### config.mk
export PLATFORM = sky130hd
export DESIGN_NAME = serial_adder_ctrl
export DESIGN_NICKNAME = d
export VERILOG_FILES = /design/src/rtl/serial_adder_ctrl.sv
export SDC_FILE = /design/constraint.sdc
export NUM_CORES = 1
export LEC_CHECK = 0
export CAP_MARGIN = 40
export CORE_UTILIZATION = 49
export CTS_CLUSTER_DIAMETER = 50
export DETAILED_ROUTE_END_ITERATION = 6
export GPL_TIMING_DRIVEN = 0
export PLACE_DENSITY = 0.88
export SLEW_MARGIN = 15
export SYNTH_ARGS = -nofsm -noshare
export SYNTH_HDL_FRONTEND = slang
export SYNTH_SLANG_ARGS = --single-unit
export TNS_END_PERCENT = 5
### constraint.sdc
create_clock -name clk -period 2.25 [get_ports clk]
set_clock_uncertainty 0.2 [all_clocks]
set_input_delay 0.45 -clock clk [delete_from_list [all_inputs] [get_ports clk]]
set_output_delay 0.45 -clock clk [all_outputs]
set_load 0.02 [all_outputs]
### src/rtl/serial_adder_ctrl.sv
// Bit-serial WIDTH-bit adder: operands are accepted on a valid/ready handshake,
// summed LSB first through one full-adder cell, and returned on a valid/ready handshake.

module FA_design (
    input  logic a,
    input  logic b,
    input  logic c,
    output logic sum,
    output logic carry
);
    assign sum   = a ^ b ^ c;
    assign carry = (a & b) | (c & (a ^ b));
endmodule

module serial_adder_ctrl #(
    parameter int WIDTH = 8
) (
    input  logic             clk,
    input  logic             rst,
    input  logic             in_valid,
    output logic             in_ready,
    input  logic [WIDTH-1:0] A,
    input  logic [WIDTH-1:0] B,
    input  logic             Cin,
    output logic             out_valid,
    input  logic             out_ready,
    output logic [WIDTH-1:0] Sum,
    output logic             Cout,
    output logic             busy
);
    localparam int CW = (WIDTH > 1) ? $clog2(WIDTH) : 1;
    localparam logic [CW-1:0] CNT_LAST = CW'(WIDTH - 1);
    localparam logic [CW-1:0] CNT_ONE  = CW'(1);

    typedef enum logic [1:0] {
        IDLE = 2'd0,
        RUN  = 2'd1,
        DONE = 2'd2
    } state_t;

    state_t           state_r;
    state_t           next_state_s;
    logic [WIDTH-1:0] a_sr_r;
    logic [WIDTH-1:0] b_sr_r;
    logic [WIDTH-1:0] sum_sr_r;
    logic             carry_r;
    logic [CW-1:0]    cnt_r;
    logic             fa_sum_s;
    logic             fa_carry_s;

    FA_design u_fa (
        .a     (a_sr_r[0]),
        .b     (b_sr_r[0]),
        .c     (carry_r),
        .sum   (fa_sum_s),
        .carry (fa_carry_s)
    );

    // State register
    always_ff @(posedge clk or posedge rst) begin
        if (rst) begin
            state_r <= IDLE;
        end else begin
            state_r <= next_state_s;
        end
    end

    // Next-state logic; RUN spans exactly WIDTH edges
    always_comb begin
        next_state_s = state_r;
        case (state_r)
            IDLE: begin
                if (in_valid) begin
                    next_state_s = RUN;
                end else begin
                    next_state_s = IDLE;
                end
            end
            RUN: begin
                if (cnt_r == CNT_LAST) begin
                    next_state_s = DONE;
                end else begin
                    next_state_s = RUN;
                end
            end
            DONE: begin
                if (out_ready) begin
                    next_state_s = IDLE;
                end else begin
                    next_state_s = DONE;
                end
            end
            default: next_state_s = IDLE;
        endcase
    end

    // Handshake and status outputs decoded from the state flop
    always_comb begin
        in_ready  = 1'b0;
        out_valid = 1'b0;
        busy      = 1'b0;
        case (state_r)
            IDLE:    in_ready = 1'b1;
            RUN:     busy = 1'b1;
            DONE: begin
                out_valid = 1'b1;
                busy      = 1'b1;
            end
            default: in_ready = 1'b0;
        endcase
    end

    // Operand shift registers, carry flop, result shift register and bit counter
    always_ff @(posedge clk or posedge rst) begin
        if (rst) begin
            a_sr_r   <= '0;
            b_sr_r   <= '0;
            sum_sr_r <= '0;
            carry_r  <= 1'b0;
            cnt_r    <= '0;
        end else begin
            case (state_r)
                IDLE: begin
                    if (in_valid) begin
                        a_sr_r  <= A;
                        b_sr_r  <= B;
                        carry_r <= Cin;
                        cnt_r   <= '0;
                    end
                end
                RUN: begin
                    sum_sr_r <= {fa_sum_s, sum_sr_r[WIDTH-1:1]};
                    a_sr_r   <= {1'b0, a_sr_r[WIDTH-1:1]};
                    b_sr_r   <= {1'b0, b_sr_r[WIDTH-1:1]};
                    carry_r  <= fa_carry_s;
                    cnt_r    <= cnt_r + CNT_ONE;
                end
                default: begin
                    cnt_r <= cnt_r;
                end
            endcase
        end
    end

    // Result ports come straight from flops, so they are stable throughout DONE
    assign Sum  = sum_sr_r;
    assign Cout = carry_r;

endmodule
==> flow_summary_export.csv <==
group,metric,value,unit
finish,fillerInstances,219,
die,die_x,57.7,µm
die,die_area,0.00333,mm²
flow_run,maxCapViolCount,0,
detailed_routing,routed_wl,3.26,mm
clock_network,cts-root-buf,"clkbuf_4",
grt,grt.total_usage,22.2,%
clock_network,clkSinkCount,30,
status,failed_checks,"design-rule violations",
detailed_routing,wire_per_inst,15.9,µm
status,run_status,"complete, but fails checks",
logic_synthesis,synthDominantCellAreaShare,49.3,%
grt,grt_max_degree,17,
clock_network,cts_buffers,5,
logic_synthesis,yosys.area.top_type,"dfrtp_1",
logic_synthesis,synth.avg_cell_area,11.4,µm²
detailed_routing,via_per_inst,5.90,
logic_synthesis,synth_cell_type_count,20,
logic_synthesis,synthCells,134,
clock_network,cts_resized,3,
power,powerDensity,1430,mW/mm²
logic_synthesis,synth_fp_nets,162,
sta,hold_viol_final,0,
sta,whs,294,ps
detailed_routing,antenna_left,0,
power,power.leakage,0.874,nW
clock_network,clk_pin_slew_worst_paths,90,ps
sta,slew_violations,0,
finish,final_cell_mix,"dfrtp_1 (30), clkdlybuf4s50_1 (29), nor2_1 (16), inv_1 (15), o22ai_1 (11)",
clock_network,clkLatencyLatePin,320,ps
die,ioPinCount,33,
clock_network,cts_hold_buf,0,
logic_synthesis,synth_warnings,0,
critical_path,cp.arrival,1420,ps
placement,gp_congestion,0.776,
clock_network,cts_tree,"yes",
sta,worstMarginPinSlew,621,ps
critical_path,cp_max_fo,5,
detailed_routing,drtPass1Iterations,6,
sta,min_period,2070,ps
die,start_util,53.4,%
critical_path,path_cells,"inv_1 -> ha_1 -> dlygate4sd2_1",
finish,fin_nets,202,
critical_path,slowest_delay,410,ps
placement,pre_cts_slack,39.6,ps
die,core,0.00285,mm²
sta,finalSetupViolCount,0,
grt,grt_pass1_wl,5.45,mm
detailed_routing,vias,1210,
logic_synthesis,netlist_top_cells_area,"dfrtp_1 (49%), a221oi_2 (7.9%), mux2_2 (5.9%), ha_1 (4.9%), o22ai_1 (4.5%)",
sta,setup_tns,0,ps
placement,io_buffers,32,
detailed_routing,route.detailed.drc,2,
clock_network,cts_setup_buffers,0,
finish,area_growth,27.3,%
die,die_y,57.7,µm
power,total_power,0.00277,W
clock_network,htreeDepth,2,
clock_network,clockBufferDepth,2,
die,num_rows,19,
logic_synthesis,ys_ff_latch,30,
finish,layout_commonest_cell,"dfrtp_1",
power,ir_drop,0.000677,V
grt,antenna_found_initial,0,
critical_path,path_delay_family,"buffers and inverters",
min_path,worstHoldPathType,"in2async",
finish,num_antenna_cells,0,
logic_synthesis,synth-seq-area-share,49.3,%
detailed_routing,first_iter_violations,44,
sta,rsz0062_at_grt,"no",
critical_path,endpoint_kind,"output port",
critical_path,start_kind,"flip-flop",
finish,layout-drive-gt1-share,20.1,%
critical_path,crit_buf_inv,2,
grt,overflow,0,
placement,dp_hpwl,2.52,mm
critical_path,regToRegSetupSlack,350,ps
sta,fmax,484,MHz
sta,fin_ws,184,ps
critical_path,crit_required,1600,ps
sta,finalCritPeriodShare,91.8,%
critical_path,path_class,"reg2out",
logic_synthesis,synth_area,0.00152,mm²
grt,grt_pass1_vias,1246,
sta,timing.slew.headroom,58.6,%
critical_path,crit_slowest_cell,"dfrtp_1",
sequential cells by signal, summed over array words and instances (netlist names):
| register | cells |
|---|---|
| cnt_r | 3 |
| a_sr_r | 8 |
| Cout | 1 |
| Sum | 8 |
| b_sr_r | 8 |
| state_r | 2 |
power by group:
part	switching (W)	internal [W]	total, W
sequential	0.000182	0.000794	0.000976
combinational	0.000767	0.000744	0.00151
clock	0.000166	0.000118	0.000283
area by class of cell:
| cell class | instances | area [µm²] | area share, % |
|---|---|---|---|
| Multi-Input combinational cell | 81 | 663 | 34.2 |
| Tap cell | 31 | 38.8 | 2.00 |
| Buffer | 8 | 52.6 | 2.71 |
| Timing Repair Buffer | 33 | 332 | 17.1 |
| Inverter | 15 | 56.3 | 2.91 |
| Clock buffer | 7 | 45.0 | 2.32 |
| Sequential cell | 30 | 751 | 38.7 |
logic make-up (layout without fill, tap and decap cells):
logic type,count (synthesis),in the layout,share of synthesized area [%]
buffers and inverters,23,63,7.15
flip-flops,30,30,49.3
AO/OA/AOI/OAI,37,37,21.7
adder cells (fa/ha/maj),7,7,6.24
multiplexers,9,9,6.57
AND/OR/NAND/NOR,28,28,9.04
per-layer routing:
| layer | global-route usage, % | up-vias | part of all wire, % |
|---|---|---|---|
| met1 | 24.9 | 594 | 41 |
| met3 | 6.70 | 10 | 5.6 |
| met5 | 0 | - | 0 |
| li1 | - | 565 | - |
| met4 | 9.18 | 0 | 2.7 |
| met2 | 39.5 | 41 | 51 |
through the flow:
stage | std cells | cell area [µm²] | util (%)
after floorplan | 134 | 1520 | -
after global placement | 197 | 1880 | 66.0
after detailed placement | 198 | 1900 | 66.5
after CTS | 205 | 1940 | 67.9
after global routing | 205 | 1940 | 67.9
final | 205 | 1940 | 67.9
Yosys cell counts:
cell type and n:
dfrtp_1 30, nor2_1 16, inv_1 15, o22ai_1 11, a221oi_2 8, mux2_2 8
buf_2 6, ha_1 6, o21ai_0 5, a22o_1 4, and3b_1 4, nand2_1 4
o221a_2 4, a221oi_1 3, nand2b_1 3, a21oi_1 2, buf_6 2, and2_4 1
fa_1 1, mux2i_1 1
worst paths after layout:
path | cells after the start | from | to
hold reg to reg | 1 | cnt_r[0] | cnt_r[0]
max in group asynchronous | 3 | rst | state_r[1]
min in group clk | 1 | cnt_r[0] | cnt_r[0]
setup / recovery | 3 | state_r[0] | in_ready
hold / removal | 2 | rst | b_sr_r[7]
setup reg to reg | 6 | state_r[0] | a_sr_r[5]
No activity file was read; power rests on OpenSTA's default activity.
